## config.mk

```make
export PLATFORM = sky130hd
export DESIGN_NAME = mem_wb_stage
export DESIGN_NICKNAME = d
export VERILOG_FILES = /design/src/rtl/wb_pkg.sv /design/src/rtl/wb_dst_decoder.sv /design/src/rtl/mem_wb_stage.sv
export SDC_FILE = /design/constraint.sdc
export NUM_CORES = 1
export LEC_CHECK = 0
export BUFFER_PORTS_ARGS = -buffer_cell sky130_fd_sc_hd__clkbuf_2
export CAP_MARGIN = 30
export CORE_UTILIZATION = 50
export DETAILED_ROUTE_END_ITERATION = 7
export GPL_ROUTABILITY_DRIVEN = 0
export PLACE_DENSITY_LB_ADDON = 0.3
export SETUP_SLACK_MARGIN = 0.4
export SYNTH_ARGS = -nofsm -noshare
export SYNTH_HDL_FRONTEND = slang
export SYNTH_SLANG_ARGS = --single-unit
export TNS_END_PERCENT = 20
```

## constraint.sdc

```tcl
create_clock -name clk -period 2.7 [get_ports clk]
set_clock_uncertainty 0.2 [all_clocks]
set_input_delay 0.405 -clock clk [delete_from_list [all_inputs] [get_ports clk]]
set_output_delay 0.405 -clock clk [all_outputs]
set_load 0.01 [all_outputs]
```

## src/rtl/wb_pkg.sv

```systemverilog
// Shared types and constants for the MEM/WB write-back slice.
package wb_pkg;

  localparam int DATA_W   = 16;
  localparam int REG_AW   = 4;
  localparam int NUM_REGS = 2 ** REG_AW;

  typedef struct packed {
    logic              valid;
    logic              RegWrite;
    logic              MemToReg;
    logic [REG_AW-1:0] DstReg;
    logic [DATA_W-1:0] ALUResult;
    logic [DATA_W-1:0] MemData;
    logic              Halt;
  } wb_entry_t;

  typedef enum logic {
    RUN    = 1'b0,
    HALTED = 1'b1
  } wb_state_t;

endpackage

```

## src/rtl/wb_dst_decoder.sv

```systemverilog
// Address to one-hot decoder with enable; used for register write enables
// and register-file read selects.
module wb_dst_decoder
  import wb_pkg::*;
#(
  parameter int AW = REG_AW
) (
  input  logic              en,
  input  logic [AW-1:0]     sel,
  output logic [2**AW-1:0]  onehot
);

  always_comb begin
    onehot = '0;
    if (en) onehot[sel] = 1'b1;
  end

endmodule

```

## src/rtl/mem_wb_stage.sv

```systemverilog
// MEM/WB pipeline register, write-data select, one-hot write-enable decode
// and processor halt state. Optional write counter under WB_PERF_CNT_EN.
module mem_wb_stage #(
  parameter int DATA_W = 16,
  parameter int REG_AW = 4
) (
  input  logic                 clk,
  input  logic                 rst,
  input  logic                 stall,
  input  logic                 flush,
  input  logic                 in_valid,
  input  logic                 in_RegWrite,
  input  logic                 in_MemToReg,
  input  logic [REG_AW-1:0]    in_DstReg,
  input  logic [DATA_W-1:0]    in_ALUResult,
  input  logic [DATA_W-1:0]    in_MemData,
  input  logic                 in_Halt,
  output logic [2**REG_AW-1:0] WriteEnable,
  output logic [DATA_W-1:0]    DstData,
  output logic                 wb_valid,
  output logic                 wb_RegWrite,
  output logic [REG_AW-1:0]    wb_DstReg,
  output logic                 halted
`ifdef WB_PERF_CNT_EN
  ,
  output logic [15:0]          wb_count
`endif
);

  import wb_pkg::*;

  // Entry layout follows the package widths; parameters must match them.
  wb_entry_t entry;
  wb_entry_t load_e;
  logic      committed;
  wb_state_t state_q, state_d;
  logic      we_en;

  always_comb begin
    load_e           = '0;
    load_e.valid     = in_valid;
    load_e.RegWrite  = in_RegWrite;
    load_e.MemToReg  = in_MemToReg;
    load_e.DstReg    = in_DstReg;
    load_e.ALUResult = in_ALUResult;
    load_e.MemData   = in_MemData;
    load_e.Halt      = in_Halt;
  end

  // committed marks an entry that already had its write cycle, so a stalled
  // entry never writes the register file twice.
  always_ff @(posedge clk) begin
    if (!rst) begin
      entry     <= '0;
      committed <= 1'b0;
    end else if (state_q == RUN) begin
      if (flush) begin
        entry.valid <= 1'b0;
        committed   <= 1'b0;
      end else if (stall) begin
        if (entry.valid) committed <= 1'b1;
      end else begin
        entry     <= load_e;
        committed <= 1'b0;
      end
    end
  end

  always_ff @(posedge clk) begin
    if (!rst) state_q <= RUN;
    else      state_q <= state_d;
  end

  always_comb begin
    state_d = state_q;
    case (state_q)
      RUN:     if (entry.valid && entry.Halt) state_d = HALTED;
      HALTED:  state_d = HALTED;
      default: state_d = RUN;
    endcase
  end

  always_comb begin
    halted = (state_q == HALTED);
    we_en  = (state_q == RUN) && entry.valid && entry.RegWrite && !entry.Halt
             && !committed && (entry.DstReg != '0);
  end

  wb_dst_decoder #(
    .AW(REG_AW)
  ) u_dst_dec (
    .en     (we_en),
    .sel    (entry.DstReg),
    .onehot (WriteEnable)
  );

  assign DstData     = entry.MemToReg ? entry.MemData : entry.ALUResult;
  assign wb_valid    = entry.valid;
  assign wb_RegWrite = entry.RegWrite;
  assign wb_DstReg   = entry.DstReg;

`ifdef WB_PERF_CNT_EN
  always_ff @(posedge clk) begin
    if (!rst) wb_count <= '0;
    else if (state_q == RUN && WriteEnable != '0 && wb_count != '1)
      wb_count <= wb_count + 16'd1;
  end
`endif

endmodule

```

==> impl_metrics.tcl, run 1 <==
set metrics [dict create \
    m1WireLength_um 1860 \
    synth_area_leaders "dfxtp_1 45%, o21ai_0 11%, nand3_1 11%" \
    avgSynthCellArea_um2 7.96 \
    grt_max_degree 83 \
    layout.cells.non_filler 349 \
    synth_nets 278 \
    rr_worst_depth 4 \
    final_cell_mix "79 x clkbuf_2, 41 x nand2_1, 41 x o21ai_0" \
    hpwl_um 2600 \
    antenna_found_initial 0 \
    nets 347 \
    wl_per_cell_um 11.3 \
    dieArea_um2 3970 \
    htreeDepth 2 \
    slew_viol_final 0 \
    crit_slowest_cell "or4b_4" \
    path_max_fanout 3 \
    rsz0062_at_grt "true" \
    drc 0 \
    crit_path_end_kind "output port" \
    tritoncts "yes" \
    cp.required_ns 2.10 \
    p_leak_uw 0.00103 \
    crit_path_max_incr_delay_ns 0.49 \
    finish.utilization_pct 69.0 \
    critPathArrivalTime_ns 1.67 \
    die_x_um 63.0 \
    num_vias 1784 \
    clockRootBuffer "clkbuf_8" \
    synth_top_area_share_pct 45.1 \
    grt_remaining_overflow 0 \
    grt_pass1_vias 1608 \
    dr.max_layer_used "met4" \
    synth-seq-area-share_pct 45.1 \
    antennaDiodeCount 0 \
    fin_crit_sh_pct 84.1 \
    fill_cells 326 \
    finalPower_uw 1180 \
    synth_warnings 0 \
    reg2reg_slack_ns 0.91 \
    portBuffers 81 \
    hold_depth 3 \
    synth.distinct_cells 20 \
    dr.pass1.iters 4 \
    die_h_um 63.0 \
    hp-start "in_ALUResult[10]" \
    io-pin-count 83 \
    row_count 21 \
    drive_above_1_share_pct 39.3 \
    start_util_pct 54.1 \
    grtUsageTotal_pct 20.5 \
    clock_sinks 42 \
    clkSlewWorstSetupHoldPaths_ns 0.07 \
    rr_endpoint "entry[19]" \
    max-cap-violations 0 \
    worstReg2RegStart "halted" \
    whs_ns 0.129 \
    grt_first_pass_wirelength_um 6600 \
    ant_nets 0 \
    p_per_area_nw_per_um2 497 \
    finalSetupViolCount 0 \
    finalSetupTns_ns 0 \
    cts_buffers 5 \
    clkLatencyLatePin_ns 0.29 \
    wirelength_um 3950 \
    initialDrtViolationCount 99 \
    yosys.area.top_type "dfxtp_1" \
    wl_met3_um 233 \
    vias_per_cell 5.11 \
    min_to "entry[27]" \
    timing.final.crit_period_ns 2.27 \
    syn-instance-count 234 \
    status "complete, no violations" \
    tightest_slew_ns 0.647 \
    area_growth_pct 27.4 \
    ir_drop_uv 361 \
    cts_hold_buf 0 \
    wl_met2_um 1820 \
    cts_buffer_depth 2 \
    slew_headroom_pct 56.9 \
    coreArea_um2 3440 \
    min_path_type "input port to flop" \
    synthesis.area_um2 1860 \
    dp.cells 340 \
    finalHoldViolations 0 \
    crit_chain "and4bb_2 -> or4b_4 -> nor2_1 -> clkbuf_2" \
    synth-seq-cells 42 \
    layout_commonest_cell "clkbuf_2" \
    crit_type "flop to output port" \
    fmax_mhz 440 \
    worstSetupStartpointType "flop" \
]
-- power breakdown --
part           switching [µW]  internal [µW]  total [µW]
Combinational            79.4           67.6         147
Clock                     192            173         365
Sequential               18.6            648         666
-- registers in the layout (all words and copies together), names as in the netlist --
name	flops
halted	1
committed	1
wb_DstReg	4
wb_RegWrite	1
wb_valid	1
entry	34
-- repair_timing --
action / CTS / global route
pin swaps: 1 / 1
setup endpoints to repair: 3 / 6
buffers inserted: 1 / 1
resized for setup: 2 / 9
gates cloned: 0 / 0
-- cell families after synthesis --
family | Yosys count | share of synthesized area [%]
compound gates | 43 | 11.6
flops | 42 | 45.1
other cells | 1 | 0.201
simple gates | 107 | 27.2
buf+inv | 25 | 6.25
mux | 16 | 9.67
-- metal layers --
layer / GRT usage [%] / vias to the layer above
met5: 0 / -
met2: 34.4 / 64
met3: 4.01 / 8
li1: - / 931
met4: 7.56 / 0
met1: 25.7 / 781
-- worst max-delay path by stage --
stage                     startpoint              end  slack (ns)  depth (start not counted)
final                         halted   WriteEnable[4]        0.43                          4
after global routing          halted   WriteEnable[4]        0.39                          4
after CTS                     halted   WriteEnable[8]        0.42                          4
after detailed placement      halted  WriteEnable[12]        0.63                          4
after global placement        halted   WriteEnable[8]        0.66                          4
after floorplan               halted   WriteEnable[8]        0.73                          3
-- per-stage QoR --
stage               instance area [µm²]  worst slack, ns
global route                       2370            0.389
floorplan                          1860            0.727
global placement                   2250            0.657
detailed placement                 2250            0.631
CTS                                2350            0.418
finish                             2370            0.430
-- area by class of cell --
cell class | count | area, µm² | share of cell area (%)
clock inverter | 2 | 10.0 | 0.422
clock buffer | 5 | 68.8 | 2.90
multi-input combinational | 167 | 931 | 39.2
timing repair buffer | 86 | 455 | 19.2
sequential | 42 | 847 | 35.7
tap | 46 | 57.6 | 2.42
inverter | 1 | 3.75 | 0.158
-- worst max-delay path, delay by kind of cell, from the launching register on --
family	cells	cell delay [ns]
AND/OR/NAND/NOR	3	0.90
buffers and inverters	1	0.13
flip-flops	1	0.34
-- Yosys cell counts (all sizes together) --
cell type  number
dfxtp          42
nand2          41
o21ai          41
nand3          40
clkbuf         16
mux2           16
nor2           13
buf             8
nor3            4
a21oi           2
nand2b          2
nand4bb         2
nor2b           2
and4bb          1
conb            1
inv             1
nand4b          1
or4b            1
(Power assumes the default switching activity.)
==> run 2: changes to the inputs <==
Settings changed: CORE_UTILIZATION 50 to 42.
Clock period 2.7 ns to 1.97 ns, I/O delays scaled along.
==> impl_metrics.tcl, run 2 (same netlist as run 1, synthesis figures left out) <==
set metrics [dict create \
    die_x_um 68.6 \
    dp_slack_ns 0.0559 \
    timing.final.crit_period_ns 2.15 \
    largest_reg_flops 34 \
    clkLatencyLatePin_ns 0.29 \
    drive_above_1_share_pct 42.5 \
    antennaDiodeCount 0 \
    clockRootBuffer "clkbuf_8" \
    fmax_mhz 466 \
    cts_buffers 5 \
    grt_first_pass_wirelength_um 6590 \
    rsz0062_at_grt "true" \
    switching_share_pct 25.0 \
    portBuffers 81 \
    dieArea_um2 4710 \
    power_frac_seq_pct 52.7 \
    io-pin-count 83 \
    finalHoldViolations 0 \
    finalSetupViolCount 15 \
    clock_sinks 42 \
    row_count 23 \
    status "finished with violations" \
    antenna_found_initial 0 \
    violations "setup timing" \
    regMostFlops "entry" \
    cts_buffer_depth 2 \
    initialDrtViolationCount 64 \
    die_h_um 68.6 \
    pwr-share-clk_pct 32.6 \
    path_max_fanout 3 \
    crit_path_end_kind "output port" \
    grtUsageTotal_pct 18.9 \
    crit_slowest_cell "or4b_4" \
    min_path_type "input port to flop" \
    vias_per_cell 4.98 \
    crit_type "flop to output port" \
    wirelength_um 4320 \
    dr.pass1.iters 4 \
    worstSetupStartpointType "flop" \
    critPathBufInv 1 \
    clkSlewWorstSetupHoldPaths_ns 0.08 \
    drc 0 \
    tritoncts "yes" \
    crit_chain "and4bb_2 -> or4b_4 -> nor2_4 -> buf_6" \
    max-cap-violations 0 \
    grt_remaining_overflow 0 \
    ant_nets 0 \
    htreeDepth 2 \
    start_util_pct 45.3 \
    critPathTopFamily "simple AND/OR/NAND/NOR gates" \
    grt_max_degree 83 \
    fin_ws_ns -0.176 \
    cp.required_ns 1.47 \
    crit_path_max_incr_delay_ns 0.53 \
    p_leak_uw 0.00112 \
    power.switching_uw 435 \
    slew_viol_final 0 \
    critPathArrivalTime_ns 1.65 \
    grt_pass1_vias 1563 \
    final_cell_mix "56 x clkbuf_2, 41 x nand2_1, 39 x o21ai_0" \
    wl_per_cell_um 12.1 \
    fin_crit_sh_pct 109 \
    share_comb_of_total_power_pct 14.7 \
    whs_ns 0.0103 \
    layout_commonest_cell "clkbuf_2" \
    p_per_area_nw_per_um2 644 \
    coreArea_um2 4120 \
    num_vias 1772 \
    ir_drop_uv 364 \
    area_growth_pct 45.1 \
    nets 349 \
    p_int_uw 1310 \
    hpwl_um 2700 \
]
==> run 2: changes by cell type in the layout (fill, tap and decap cells not counted), sizes merged <==
cell / before / now
clkbuf: 84 / 64
clkinv: 2 / 1
dlygate4sd3: 0 / 1
buf: 7 / 30
==> run 2: power by group through the flow <==
stage,Combinational (µW),Clock (µW),Sequential (µW)
finish,255,568,917
global route,282,622,923
CTS,230,592,917
detailed placement,210,0,933
global placement,208,0,931
floorplan,127,0,927
==> run 2: worst register-to-register path, delay by kind of cell, from the launching register on <==
kind            cells  cell delay, ns
buf+inv             2            0.45
simple gates        2            0.37
flops               1            0.32
compound gates      1            0.10
==> run 2: final timing paths <==
path                                 startpoint              end  slack (ns)  cells after the start
worst max-delay path                   entry[0]  WriteEnable[12]       -0.18                      4
worst min-delay path            in_ALUResult[9]        entry[26]        0.01                      3
worst max register to register           halted        entry[16]        0.47                      5
worst min register to register        entry[14]        entry[14]        0.25                      2
==> run 2: per-stage QoR <==
step	instance area, µm²	cells	power, µW	utilization, %	setup TNS (ns)
after floorplan	1890	234	1050	-	0
after global placement	2320	345	1140	56.4	0
after detailed placement	2320	345	1140	56.4	0
after CTS	2560	356	1740	62.1	-1.61
after global routing	2700	356	1830	65.7	-2.77
final	2700	356	1740	65.7	-1.32
==> run 2: layout make-up <==
| type | count | area (µm²) |
|---|---|---|
| clock buffer | 7 | 86.3 |
| clock inverter | 1 | 5.00 |
| fill | 351 | 1410 |
| inverter | 1 | 3.75 |
| multi-input combinational | 167 | 1070 |
| sequential | 42 | 850 |
| tap | 50 | 62.6 |
| timing repair buffer | 88 | 629 |
==> run 2: layer usage <==
metal / vias to the layer above / share of wire (%) / track usage, %
li1: 939 / - / -
met1: 768 / 47 / 20.3
met2: 60 / 44 / 33.8
met3: 5 / 7.2 / 6.09
met4: 0 / 1.4 / 7.81
met5: - / 0 / 0
==> run 2: timing repair <==
item,in CTS,in global routing
pin swaps,9,3
gates resized for setup,25,53
endpoints found under the setup margin,31,34
buffers inserted,2,0
hold buffers,1,0
endpoints found under the hold margin,1,0
==> run 3: changes to the inputs <==
Settings changed: SETUP_SLACK_MARGIN 0.4 to default.
==> impl_metrics.tcl, run 3 (same netlist as run 1, synthesis figures left out) <==
set metrics [dict create \
    status "finished with violations" \
    violations "setup timing" \
    hpwl_um 2600 \
    cts_buffers 5 \
    grt_max_degree 83 \
    grt_util_met1_pct 18.5 \
    finalHoldViolations 0 \
    finalSetupViolCount 7 \
    nets 347 \
    layout_commonest_cell "clkbuf_2" \
    drive_above_1_share_pct 40.1 \
    clockRootBuffer "clkbuf_8" \
    start_util_pct 45.3 \
    clock_sinks 42 \
    clkSlewWorstSetupHoldPaths_ns 0.08 \
    dieArea_um2 4710 \
    htreeDepth 2 \
    die_x_um 68.6 \
    die_h_um 68.6 \
    cp.required_ns 1.47 \
    vias_per_cell 4.95 \
    row_count 23 \
    slew_viol_final 0 \
    antenna_found_initial 0 \
    worstSetupStartpointType "flop" \
    dr.pass1.iters 4 \
    rsz0062_at_grt "true" \
    area_growth_pct 32.6 \
    fin_crit_sh_pct 109 \
    critPathArrivalTime_ns 1.64 \
    path_max_fanout 3 \
    crit_path_end_kind "output port" \
    fmax_mhz 467 \
    fin_ws_ns -0.169 \
    timing.final.crit_period_ns 2.14 \
    initialDrtViolationCount 74 \
    grt_util_met3_pct 6.74 \
    grtUsageTotal_pct 16.9 \
    wl_per_cell_um 11.0 \
    p_per_area_nw_per_um2 719 \
    num_vias 1751 \
    p_leak_uw 0.00105 \
    final_cell_mix "76 x clkbuf_2, 41 x nand2_1, 41 x o21ai_0" \
    busiest_layer "met2" \
    tritoncts "yes" \
    clkLatencyLatePin_ns 0.28 \
    regMostFlops "entry" \
    cts_hold_buf 0 \
    coreArea_um2 4120 \
    max-cap-violations 0 \
    portBuffers 81 \
    wirelength_um 3900 \
    drc 0 \
    finalPower_uw 1780 \
    finalSetupTns_ns -0.736 \
    cts_buffer_depth 2 \
    largest_reg_flops 34 \
    met2_usage_pct 29.3 \
    crit_type "flop to output port" \
    whs_ns 0.0154 \
    min_path_type "input port to flop" \
    grt_pass1_vias 1445 \
    antennaDiodeCount 0 \
    ant_nets 0 \
    grt_first_pass_wirelength_um 5980 \
    grt_remaining_overflow 0 \
    ir_drop_uv 410 \
    io-pin-count 83 \
    layout.cells.non_filler 354 \
    dp.cells 345 \
]
run 3: changes by cell type in the layout (fill, tap and decap cells not counted), moves of 2 or more:
cell and delta:
o21ai_0 +2, nor2_2 +4, o21ai_1 -2, nand3_1 +4
clkbuf_2 +20, mux2_2 +16, buf_6 -19, mux2_4 -16
nand3_2 -4, nor2_4 -3, dfxtp_1 +3, dfxtp_2 -2
run 3: what timing repair did:
action / in CTS / in global routing
setup endpoints to repair: 6 / 15
pin swaps: 4 / 0
gates resized for setup: 8 / 9
setup buffers: 1 / 0
run 3: worst max-delay path: stages, from the launching register on:
cell,delay [ns]
dfxtp_2,0.32
and4bb_2,0.29
or4b_4,0.50
nor2_2,0.10
clkbuf_2,0.14
run 3: where the power goes:
part           leakage (µW)  internal (µW)  switching (µW)
clock             0.0000524            379             274
combinational      0.000657           99.3             109
sequential         0.000344            889            26.0
run 3: through the flow:
step / worst slack, ns / area [µm²] / util [%]
after detailed placement: 0.0558 / 2290 / 55.7
after CTS: -0.165 / 2460 / 59.7
after global placement: 0.0949 / 2290 / 55.7
after floorplan: 0.107 / 1860 / -
final: -0.169 / 2470 / 60.0
after global routing: -0.207 / 2470 / 60.0
run 3: worst paths after layout:
| kind | startpoint | slack (ns) | depth (start not counted) | to |
|---|---|---|---|---|
| setup reg to reg | halted | 0.50 | 5 | entry[12] |
| hold reg to reg | entry[28] | 0.26 | 2 | entry[28] |
| hold / removal | in_ALUResult[8] | 0.02 | 3 | entry[25] |
| setup / recovery | entry[0] | -0.17 | 4 | WriteEnable[8] |
run 3: final cells by class:
type                            count  area, µm²
Tap cell                           50       62.6
Multi-Input combinational cell    167        973
Fill cell                         409       1650
Inverter                            1       3.75
Clock buffer                        7       76.3
Clock inverter                      1       30.0
Sequential cell                    42        843
Timing Repair Buffer               86        480
run 3: routing by layer:
metal	vias to the layer above	share of wire, %
li1	931	-
met1	758	47
met2	55	44
met3	7	7.9
met4	0	1.4
met5	-	0
